==> config.mk <==
export PLATFORM = sky130hd
export DESIGN_NAME = pushbutton_conditioner
export DESIGN_NICKNAME = d
export VERILOG_FILES = /design/src/rtl/pushbutton_conditioner.sv
export SDC_FILE = /design/constraint.sdc
export NUM_CORES = 1
export LEC_CHECK = 0
export BUFFER_PORTS_ARGS = -buffer_cell sky130_fd_sc_hd__buf_4
export CORE_MARGIN = 4
export CORE_UTILIZATION = 50
export DETAILED_ROUTE_END_ITERATION = 8
export GPL_TIMING_DRIVEN = 0
export PLACE_DENSITY_LB_ADDON = 0.2
export SLEW_MARGIN = 10
export SYNTH_ARGS = -nofsm -noshare
export SYNTH_HDL_FRONTEND = slang
export SYNTH_SLANG_ARGS = --single-unit
==> constraint.sdc <==
create_clock -name clk_clk -period 3.14 [get_ports clk_clk]
set_clock_uncertainty 0.1 [all_clocks]
set_input_delay 0.314 -clock clk_clk [delete_from_list [all_inputs] [get_ports clk_clk]]
set_output_delay 0.314 -clock clk_clk [all_outputs]
set_load 0.005 [all_outputs]
==> src/rtl/pushbutton_conditioner.sv <==
// Four-channel pushbutton conditioner: 2-flop synchronizer, debounce filter,
// press/release edge pulses and per-button auto-repeat.
module pushbutton_conditioner #(
    parameter int DEBOUNCE_CYCLES = 500000,
    parameter int REPEAT_DELAY    = 25000000,
    parameter int REPEAT_PERIOD   = 10000000
) (
    input  logic       clk_clk,
    input  logic       reset_reset,
    input  logic [3:0] key_n,
    input  logic [3:0] repeat_en,
    output logic [3:0] pushbuttons_export,
    output logic [3:0] btn_press,
    output logic [3:0] btn_release,
    output logic [3:0] btn_repeat
);

    localparam int DB_W = $clog2(DEBOUNCE_CYCLES);
    localparam int RD_W = $clog2(REPEAT_DELAY);
    localparam int RP_W = $clog2(REPEAT_PERIOD);
    localparam int RC_W = (RD_W > RP_W) ? RD_W : RP_W;

    localparam logic [DB_W-1:0] DB_LAST     = DB_W'(DEBOUNCE_CYCLES - 1);
    localparam logic [RC_W-1:0] DELAY_LAST  = RC_W'(REPEAT_DELAY - 1);
    localparam logic [RC_W-1:0] PERIOD_LAST = RC_W'(REPEAT_PERIOD - 1);

    typedef enum logic [1:0] {
        RELEASED    = 2'd0,
        HOLD_DELAY  = 2'd1,
        HOLD_REPEAT = 2'd2
    } state_t;

    logic [3:0]      sync1_q, sync1_d;
    logic [3:0]      sync2_q, sync2_d;
    logic [3:0]      stable_q, stable_d;
    logic [3:0]      press_q, press_d;
    logic [3:0]      release_q, release_d;
    logic [3:0]      repeat_q, repeat_d;
    logic [DB_W-1:0] db_cnt_q [4];
    logic [DB_W-1:0] db_cnt_d [4];
    logic [RC_W-1:0] rep_cnt_q [4];
    logic [RC_W-1:0] rep_cnt_d [4];
    state_t          state_q [4];
    state_t          state_d [4];

    always_comb begin
        sync1_d   = key_n;
        sync2_d   = sync1_q;
        stable_d  = stable_q;
        press_d   = 4'h0;
        release_d = 4'h0;
        repeat_d  = 4'h0;
        for (int i = 0; i < 4; i++) begin
            db_cnt_d[i]  = db_cnt_q[i];
            rep_cnt_d[i] = rep_cnt_q[i];
            state_d[i]   = state_q[i];
        end

        for (int i = 0; i < 4; i++) begin
            // Counter tracks how long sync2 has disagreed with the debounced level.
            if (sync2_q[i] == stable_q[i]) begin
                db_cnt_d[i] = '0;
            end else if (db_cnt_q[i] == DB_LAST) begin
                db_cnt_d[i]  = '0;
                stable_d[i]  = sync2_q[i];
                press_d[i]   = ~sync2_q[i];
                release_d[i] = sync2_q[i];
            end else begin
                db_cnt_d[i] = db_cnt_q[i] + DB_W'(1);
            end

            unique case (state_q[i])
                RELEASED: begin
                    if (press_d[i]) begin
                        state_d[i]   = HOLD_DELAY;
                        rep_cnt_d[i] = '0;
                    end
                end
                HOLD_DELAY: begin
                    // Release wins over a coincident terminal count.
                    if (release_d[i]) begin
                        state_d[i]   = RELEASED;
                        rep_cnt_d[i] = '0;
                    end else if (rep_cnt_q[i] == DELAY_LAST) begin
                        if (repeat_en[i]) begin
                            repeat_d[i]  = 1'b1;
                            rep_cnt_d[i] = '0;
                            state_d[i]   = HOLD_REPEAT;
                        end
                    end else begin
                        rep_cnt_d[i] = rep_cnt_q[i] + RC_W'(1);
                    end
                end
                HOLD_REPEAT: begin
                    if (release_d[i]) begin
                        state_d[i]   = RELEASED;
                        rep_cnt_d[i] = '0;
                    end else if (rep_cnt_q[i] == PERIOD_LAST) begin
                        if (repeat_en[i]) begin
                            repeat_d[i]  = 1'b1;
                            rep_cnt_d[i] = '0;
                        end
                    end else begin
                        rep_cnt_d[i] = rep_cnt_q[i] + RC_W'(1);
                    end
                end
                default: begin
                    state_d[i]   = RELEASED;
                    rep_cnt_d[i] = '0;
                end
            endcase
        end
    end

    always_ff @(posedge clk_clk) begin
        if (reset_reset) begin
            sync1_q   <= 4'hF;
            sync2_q   <= 4'hF;
            stable_q  <= 4'hF;
            press_q   <= 4'h0;
            release_q <= 4'h0;
            repeat_q  <= 4'h0;
            for (int i = 0; i < 4; i++) begin
                db_cnt_q[i]  <= '0;
                rep_cnt_q[i] <= '0;
                state_q[i]   <= RELEASED;
            end
        end else begin
            sync1_q   <= sync1_d;
            sync2_q   <= sync2_d;
            stable_q  <= stable_d;
            press_q   <= press_d;
            release_q <= release_d;
            repeat_q  <= repeat_d;
            for (int i = 0; i < 4; i++) begin
                db_cnt_q[i]  <= db_cnt_d[i];
                rep_cnt_q[i] <= rep_cnt_d[i];
                state_q[i]   <= state_d[i];
            end
        end
    end

    assign pushbuttons_export = stable_q;
    assign btn_press          = press_q;
    assign btn_release        = release_q;
    assign btn_repeat         = repeat_q;

endmodule

==> results of run 1 <==
state kept, by name, indices dropped and copies added (netlist names):
signal,cells
rep_cnt_q,100
db_cnt_q,76
state_q,8
btn_press,4
btn_release,4
btn_repeat,4
pushbuttons_export,4
sync1_q,4
sync2_q,4
cell usage after synthesis (all sizes together), types with 7 or more instances:
| cell | count |
|---|---|
| ha | 20 |
| a21oi | 76 |
| a211oi | 7 |
| xnor2 | 22 |
| o21ai | 87 |
| clkbuf | 43 |
| o311ai | 9 |
| nor4bb | 8 |
| o211ai | 17 |
| nor2 | 160 |
| mux2i | 7 |
| nand2b | 12 |
| a31oi | 11 |
| nand3 | 103 |
| and2 | 14 |
| inv | 42 |
| and3 | 47 |
| a211o | 7 |
| nor3 | 38 |
| nor4 | 22 |
| or2 | 17 |
| nand2 | 123 |
| o31a | 7 |
| xor2 | 48 |
| nand4 | 32 |
| nor4b | 16 |
| or3 | 20 |
| buf | 9 |
| nor3b | 14 |
| dfxtp | 208 |
| and4 | 15 |
| o31ai | 9 |
| or4 | 22 |
worst paths after layout:
check | startpoint | endpoint | slack (ns) | cells past startpoint
setup / recovery | rep_cnt_q[1][0]$_SDFFE_PP0P_ | rep_cnt_q[1][0]$_SDFFE_PP0P_ | 0.16 | 9
hold / removal | repeat_en[0] | btn_repeat[0]$_SDFF_PP0_ | 0.02 | 2
setup reg to reg | rep_cnt_q[1][0]$_SDFFE_PP0P_ | rep_cnt_q[1][0]$_SDFFE_PP0P_ | 0.16 | 9
hold reg to reg | sync1_q[2]$_SDFF_PP1_ | sync2_q[2]$_SDFF_PP1_ | 0.31 | 1
worst register-to-register path, stage by stage, from the launching register on:
cell	delay (ns)
sky130_fd_sc_hd__dfxtp_1	0.38
sky130_fd_sc_hd__ha_1	0.24
sky130_fd_sc_hd__nand4_1	0.23
sky130_fd_sc_hd__or2_2	0.38
sky130_fd_sc_hd__or4_1	0.49
sky130_fd_sc_hd__a211oi_4	0.35
sky130_fd_sc_hd__nor2b_2	0.31
sky130_fd_sc_hd__buf_2	0.26
sky130_fd_sc_hd__o21ai_0	0.09
sky130_fd_sc_hd__o21ai_0	0.09
logic make-up (layout without fill, tap and decap cells):
group / count (synthesis) / in the layout / synth area share
buffers and inverters: 94 / 169 / 0.0341
adder cells (fa/ha/maj): 20 / 20 / 0.0229
AND/OR/NAND/NOR: 687 / 687 / 0.335
flip-flops: 208 / 208 / 0.382
XOR/XNOR: 70 / 70 / 0.0562
AO/OA/AOI/OAI: 278 / 278 / 0.164
multiplexers: 7 / 7 / 0.00642
routing by layer:
| metal | vias up | track usage |
|---|---|---|
| li1 | 5115 | - |
| met1 | 4828 | 0.310 |
| met2 | 315 | 0.352 |
| met3 | 57 | 0.0350 |
| met4 | 0 | 0.0596 |
| met5 | - | 0 |
layout make-up:
| type | instances | area [um^2] | area share |
|---|---|---|---|
| well taps | 275 | 344 | 0.0277 |
| clock buffers | 29 | 651 | 0.0524 |
| flip-flops and latches | 208 | 4160 | 0.335 |
| repair buffers | 34 | 268 | 0.0216 |
| multi-input cells | 1062 | 6430 | 0.518 |
| clock inverters | 15 | 188 | 0.0151 |
| inverters | 42 | 158 | 0.0127 |
| plain buffers | 49 | 220 | 0.0177 |
where the power goes:
group	switching (mW)	internal [mW]
logic	0.223	0.0932
registers	0.00718	2.65
clock network	1.12	1.81
total	1.35	4.56
through the flow:
| step | cells | instance area [um^2] | setup slack, ns | power, mW | setup TNS [ns] |
|---|---|---|---|---|---|
| 6_report | 1714 | 12400 | 0.163 | 5.91 | 0 |
| 3_3_place_gp | 1663 | 11400 | -0.183 | 3.01 | -3.51 |
| 5_1_grt | 1714 | 12400 | -0.00977 | 6.11 | -0.0326 |
| 2_1_floorplan | 1364 | 10900 | 0.379 | 2.91 | 0 |
| 4_1_cts | 1713 | 12400 | 0.0212 | 5.95 | 0 |
| 3_5_place_dp | 1663 | 11400 | -0.219 | 3.01 | -2.97 |
what timing repair did:
action | CTS | global route
endpoints found under the setup margin | 37 | 61
hold buffers | 5 | 0
cloned | 0 | 0
pin swaps | 1 | 1
setup buffers | 1 | 4
endpoints found under the hold margin | 5 | 0
gates resized for setup | 8 | 18
layout by cell type, fill, tap and decap left out, drive strengths merged, types with 6 or more instances in the layout:
cell type  instances
nor3b             14
nand2b            12
xor2              48
o211ai            17
nor4b             16
and2              14
o21ai             87
nor4              22
inv               43
nor2             160
xnor2             22
nand4             32
o31ai              9
a31oi             11
and4              15
mux2i              7
a211o              7
nor4bb             8
or3               20
dfxtp            208
clkbuf            69
ha                20
nor3              38
and3              47
o31a               7
or4               22
o21a               6
a211oi             7
a21oi             76
clkinv             8
o311ai             9
nand3            103
nand2            123
or2               17
buf               38
==> flow_summary_export.csv, run 1 <==
group,metric,value,unit
yosys,synth.largest_area_cell,"sky130_fd_sc_hd__dfxtp_1",
power,worst_ir_drop_vdd,0.408,mV
detailed_routing,antenna_left,0,
placed_design,io_buffers,24,
sta,final_min_period_over_clock_period,0.948,
cells_and_area,area.growth.synth_to_final,13.8,%
global_route,grt_start_max_net_pins,14,
cells_and_area,nets,1451,
detailed_routing,met3RoutedLength,1800,um
global_route,antenna_found_initial,0,
global_route,grt_pass1_vias,9336,
cts,clk_pin_slew_worst_paths,0.06,ns
setup_path,cp-end-kind,"flip-flop",
yosys,syn_inst,1364,
placed_design,gp_congestion,0.925,
global_route,grt_first_pass_wirelength,45700,um
yosys,synth_top_flop_cell,"sky130_fd_sc_hd__dfxtp_1",
sta,hold_ws,0.0196,ns
setup_path,timing.setup.critical_path_class,"reg -> reg",
floorplan,die_width,156,um
sta,timing.final.max_slew_violations,0,
cts,clock_tree.buffer_depth,3,
yosys,post_synth_instance_area,0.0109,mm^2
setup_path,critical_path_peak_fanout,10,
sta,max-slew-margin-rel,0.303,
global_route,grt_use_total,0.220,
sta,setup_viol,0,
detailed_routing,met2_length,12200,um
detailed_routing,wirelength_met1,12800,um
detailed_routing,routed.top_layer,"met4",
sta,tightestPinTransition,1.04,ns
power,power.leakage,4.16,nW
yosys,yosysSeqAreaShare,0.382,
cts,cts_tree,"built",
cts,h-tree-depth,1,
yosys,postSynthAreaPerCell,8.00,um^2
setup_path,most_frequent_cp_cell,"sky130_fd_sc_hd__o21ai_0",
setup_path,critical_path.slowest_cell,"sky130_fd_sc_hd__or4_1",
detailed_routing,drtIter0Drc,772,
cts,cts_sinks,208,
setup_path,worstSetupStartpointType,"flip-flop",
placed_design,detailedPlacementHpwl,19300,um
power,p_per_area,476,mW/mm^2
setup_path,cp_num_buf_inv,1,
cells_and_area,fillers,1995,
sta,finalHoldViolations,0,
detailed_routing,post-route-drc-count,0,
yosys,synth-edff-count,0,
floorplan,rows,53,
floorplan,top_level_ports,26,
cts,clock_tree.root_cell,"sky130_fd_sc_hd__clkbuf_16",
floorplan,fp.dieH,156,um
cells_and_area,fin_util,0.585,
run_status,run_status,"completed",
sta,fin_crit,2.98,ns
job,maxcap_viol_count,0,
yosys,synth_async_sr_flop_share,0,
cts,clock_latency_on_the_worst_skew_pair,0.51,ns
detailed_routing,routed_wl,27500,um
yosys,synth_area_leaders,"sky130_fd_sc_hd__dfxtp_1 (38%), sky130_fd_sc_hd__nor2_1 (5.5%), sky130_fd_sc_hd__nand3_1 (4.7%)",
yosys,yosys.area.top_type_share,0.382,
detailed_routing,detail_route.vias_per_cell,6.02,
sta,max_freq,336,MHz
cells_and_area,antenna-diode-count,0,
detailed_routing,drtPass1Iterations,5,
detailed_routing,route.vias.total,10300,
setup_path,slowest_delay,0.49,ns
setup_path,worstPathArrival,3.31,ns
floorplan,initial_utilization,0.514,
global_route,overflow,0,
yosys,mappedNetlistNets,1394,
setup_path,worstPathCellList,"ha_1 -> nand4_1 -> or2_2 -> or4_1 -> a211oi_4 -> nor2b_2 -> buf_2 -> o21ai_0 -> o21ai_0",
yosys,postSynthRegisterBits,208,
min_path,class_of_the_worst_hold_path,"in -> reg",
cells_and_area,post_route_cells_drive_above_1_share,0.0862,
yosys,yosys_warnings,0,
detailed_routing,routed_wire_length_per_instance,16.1,um
floorplan,floorplan.die_area,0.0243,mm^2
yosys,synth_cell_types,78,
setup_path,cpLargestDelayFamily,"simple AND/OR/NAND/NOR gates",
floorplan,design.core.area,0.0212,mm^2
setup_path,cp_data_required_time,3.48,ns
cts,cts_made_buffers,24,
Power figures use the tool's default switching activity.
==> run 2, diff against run 1 <==
--- a/config.mk
+++ b/config.mk
@@ -5,7 +5,9 @@
 export SDC_FILE = /design/constraint.sdc
 export NUM_CORES = 1
 export LEC_CHECK = 0
+export ABC_AREA = 1
 export BUFFER_PORTS_ARGS = -buffer_cell sky130_fd_sc_hd__buf_4
+export CORE_ASPECT_RATIO = 0.8
 export CORE_MARGIN = 4
 export CORE_UTILIZATION = 50
 export DETAILED_ROUTE_END_ITERATION = 8
==> run 2 against run 1 <==
Effect of this change:
- hold slack better by 0.030 ns
- clock power barely moved
- global-route usage rose by 3.5 points
- sequential share of layout area down 7.0 points
- via count grew 44%
- critical path depth is 4 higher
- critical path type unchanged
- critical endpoint is now rep_cnt_q[3][4]$_SDFFE_PP0P_
==> flow_summary_export.csv, run 2 <==
group,metric,value,unit
floorplan,floorplan.die_area,0.0312,mm^2
cts,h-tree-depth,1,
cells_and_area,most-common-layout-cells,"sky130_fd_sc_hd__nand2_1 (815), sky130_fd_sc_hd__nor2_1 (325), sky130_fd_sc_hd__inv_1 (247), sky130_fd_sc_hd__nand3_1 (209), sky130_fd_sc_hd__dfxtp_1 (208)",
yosys,post_synth_instance_area,0.0142,mm^2
cts,clock_tree.buffer_depth,3,
setup_path,critical_path_peak_fanout,10,
cts,cts_tree,"built",
power,worst_ir_drop_vdd,0.431,mV
yosys,synthXorXnorAreaFrac,0.0494,
cts,cts_sinks,208,
yosys,synth_area_leaders,"sky130_fd_sc_hd__dfxtp_1 (29%), sky130_fd_sc_hd__nand2_1 (22%), sky130_fd_sc_hd__nor2_1 (8.6%)",
cells_and_area,antenna-diode-count,0,
cts,ctsResizeCount,0,
setup_path,worstPathCellList,"ha_1 -> nand3_2 -> nor2_4 -> nand3_2 -> inv_1 -> nand2_1 -> nand3_1 -> nand2_2 -> buf_2 -> nand2_1 -> nand2_1 -> nand2_1 -> a21oi_1",
cells_and_area,nets,2462,
yosys,synth_simple_gate_area_frac,0.484,
setup_path,worst_r2r_path_depth,13,
global_route,grt_pass1_vias,13500,
global_route,grt_start_max_net_pins,13,
cells_and_area,largest-register,"rep_cnt_q",
power,p_per_area,431,mW/mm^2
sta,timing.final.ws_setup,0.668,ns
yosys,yosysSeqAreaShare,0.294,
min_path,start_point_of_the_worst_min_delay_path,"repeat_en[0]",
cells_and_area,post_route_cell_area,0.0157,mm^2
yosys,most_used_standard_cell_by_instance_count_after_synthesis,"sky130_fd_sc_hd__nand2_1",
setup_path,worst_r2r_startpoint,"rep_cnt_q[3][0]$_SDFFE_PP0P_",
sta,rsz_0062_raised_after_global_routing,"false",
global_route,grt_first_pass_wirelength,66700,um
sta,fin_crit,2.47,ns
global_route,overflow,0,
yosys,synth_adder_area_share,0.0176,
yosys,synth_area_in_compound_gates,0.0619,
global_route,grt_use_total,0.255,
setup_path,cpLargestDelayFamily,"simple AND/OR/NAND/NOR gates",
power,cellInternalPower,4.74,mW
floorplan,design.core.area,0.0276,mm^2
detailed_routing,routed_wl,40000,um
setup_path,worstSetupStartpointType,"flip-flop",
placed_design,place_worst_setup_slack,0.730,ns
power,power_frac_seq,0.399,
power,switching_share,0.299,
setup_path,ff2ff_setup_slack,0.67,ns
floorplan,rows,54,
power,combPwrFrac,0.168,
yosys,synth_cell_types,40,
power,p_total,6.76,mW
setup_path,cp-end-kind,"flip-flop",
yosys,synth_top_family_by_area,"simple AND/OR/NAND/NOR gates",
yosys,synth.largest_area_cell,"sky130_fd_sc_hd__dfxtp_1",
sta,max-slew-margin-rel,0.493,
detailed_routing,routed_wire_length_per_instance,14.2,um
cts,clock_tree.root_cell,"sky130_fd_sc_hd__clkbuf_16",
cts,holdBufCountCts,5,
setup_path,worstPathArrival,2.77,ns
yosys,mappedNetlistNets,2408,
setup_path,cp_data_required_time,3.44,ns
cells_and_area,post_route_cells_drive_above_1_share,0.0776,
cells_and_area,fin_util,0.568,
run_status,run_status,"completed",
placed_design,detailedPlacementHpwl,30100,um
min_path,min_delay_path_depth,3,
setup_path,slowest_delay,0.43,ns
detailed_routing,drtIter0Drc,1181,
yosys,synth_top_flop_cell,"sky130_fd_sc_hd__dfxtp_1",
detailed_routing,route.vias.total,14900,
global_route,antenna_found_initial,0,
cts,post-cts-setup-buffer-count,0,
sta,tightestPinTransition,0.760,ns
floorplan,fp.dieH,159,um
placed_design,place_area,0.0148,mm^2
sta,finalHoldViolations,0,
yosys,synth-edff-count,0,
job,maxcap_viol_count,0,
setup_path,most_frequent_cp_cell,"sky130_fd_sc_hd__nand2_1",
detailed_routing,detail_route.vias_per_cell,5.30,
detailed_routing,post-route-drc-count,0,
detailed_routing,antenna_left,0,
cts,clock_latency_on_the_worst_skew_pair,0.54,ns
power,clock_power_share,0.434,
yosys,yosys_warnings,0,
setup_path,crit-reg2reg-capture,"rep_cnt_q[3][4]$_SDFFE_PP0P_",
sta,final_min_period_over_clock_period,0.787,
floorplan,initial_utilization,0.513,
sta,setup_viol,0,
sta,timing.final.max_slew_violations,0,
yosys,synth_commonest_cells,"sky130_fd_sc_hd__nand2_1 (815), sky130_fd_sc_hd__nor2_1 (325), sky130_fd_sc_hd__inv_1 (247)",
yosys,synth_async_sr_flop_share,0,
sta,fin_setup_tns,0,ns
floorplan,top_level_ports,26,
cells_and_area,layout_commonest_cell,"sky130_fd_sc_hd__nand2_1",
placed_design,gp_congestion,1.00,
cts,clk_pin_slew_worst_paths,0.06,ns
power,power.leakage,6.43,nW
placed_design,io_buffers,23,
yosys,postSynthAreaPerCell,5.97,um^2
yosys,synth.area.mux_share,0,
yosys,yosys.area.top_type_share,0.294,
yosys,postSynthRegisterBits,208,
power,power_switching,2.02,mW
min_path,class_of_the_worst_hold_path,"in -> reg",
setup_path,critical_path.slowest_cell,"sky130_fd_sc_hd__dfxtp_1",
cells_and_area,area.growth.synth_to_final,10.6,%
sta,max_freq,404,MHz
cts,cts_made_buffers,24,
detailed_routing,drtPass1Iterations,5,
setup_path,cp_num_buf_inv,2,
min_path,whs_endpoint,"btn_repeat[0]$_SDFF_PP0_",
floorplan,die_width,196,um
setup_path,timing.setup.critical_path_class,"reg -> reg",
yosys,syn_inst,2378,
cells_and_area,largest_register_ffs,100,
cells_and_area,top_regs,"rep_cnt_q (100), db_cnt_q (76), state_q (8)",
==> run 2: changes by cell type after synthesis, moves of 21 or more <==
cell / before / now
sky130_fd_sc_hd__a21oi_1: 76 / 116
sky130_fd_sc_hd__nand3_1: 102 / 209
sky130_fd_sc_hd__clkbuf_1: 42 / 19
sky130_fd_sc_hd__nor2_1: 159 / 325
sky130_fd_sc_hd__and3_1: 47 / 2
sky130_fd_sc_hd__nand2_1: 122 / 815
sky130_fd_sc_hd__nand4_1: 32 / 65
sky130_fd_sc_hd__o21ai_0: 81 / 46
sky130_fd_sc_hd__inv_1: 42 / 247
sky130_fd_sc_hd__buf_2: 5 / 31
sky130_fd_sc_hd__xor2_1: 48 / 69
==> run 2: area by class of cell <==
cell class              instances  area, um^2
plain buffers                  61         337
clock buffers                  35         702
clock inverters                 8         130
fillers                      2835       11900
inverters                     265         997
multi-input cells            1844        8690
flip-flops and latches        208        4160
well taps                     364         455
repair buffers                 28         223
==> run 2: tightest hold or removal path, delay by kind of cell <==
| family | cells | cell delay (ns) |
|---|---|---|
| buf+inv | 1 | 0.15 |
| simple gates | 1 | 0.09 |
| compound gates | 1 | 0.07 |
==> run 2: worst max path at each step <==
stage          slack, ns                    startpoint                            end  depth (start not counted)
6_report            0.67  rep_cnt_q[3][0]$_SDFFE_PP0P_   rep_cnt_q[3][4]$_SDFFE_PP0P_                         13
5_1_grt             0.45  rep_cnt_q[3][0]$_SDFFE_PP0P_  rep_cnt_q[3][18]$_SDFFE_PP0P_                         13
4_1_cts             0.71  rep_cnt_q[3][0]$_SDFFE_PP0P_  rep_cnt_q[3][20]$_SDFFE_PP0P_                         13
3_5_place_dp        0.73  rep_cnt_q[3][0]$_SDFFE_PP0P_  rep_cnt_q[3][20]$_SDFFE_PP0P_                         13
3_3_place_gp        0.74  rep_cnt_q[3][0]$_SDFFE_PP0P_  rep_cnt_q[3][20]$_SDFFE_PP0P_                         13
2_1_floorplan       1.21  rep_cnt_q[3][0]$_SDFFE_PP0P_   rep_cnt_q[3][3]$_SDFFE_PP0P_                         13
==> run 2: metal layers <==
| layer | up-vias | track usage | routed length, um | part of all wire |
|---|---|---|---|---|
| li1 | 7643 | - | - | - |
| met1 | 6753 | 0.375 | 19700 | 0.49 |
| met2 | 453 | 0.404 | 17000 | 0.43 |
| met3 | 51 | 0.0332 | 2600 | 0.065 |
| met4 | 0 | 0.0512 | 702 | 0.018 |
| met5 | - | 0 | 0 | 0 |
==> run 2: stage by stage <==
stage,hold slack (ns),cells
2_1_floorplan,0.289,2378
3_3_place_gp,0.291,2765
3_5_place_dp,0.294,2765
4_1_cts,0.0163,2813
5_1_grt,0.0228,2813
6_report,0.0491,2813
==> run 2: cells by family (layout without fill, tap and decap cells) <==
| kind of cell | after synthesis | in the layout |
|---|---|---|
| AND/OR/NAND/NOR | 1571 | 1571 |
| buffers and inverters | 326 | 397 |
| flip-flops | 208 | 208 |
| AO/OA/AOI/OAI | 173 | 173 |
| XOR/XNOR | 80 | 80 |
| adder cells (fa/ha/maj) | 20 | 20 |
==> run 2: power by group through the flow <==
stage	Clock, mW	Combinational, mW	Sequential [mW]
floorplan	0	0.753	2.75
global placement	0	1.10	2.75
detailed placement	0	1.12	2.75
CTS	3.01	1.12	2.70
global route	3.13	1.24	2.70
finish	2.93	1.13	2.70
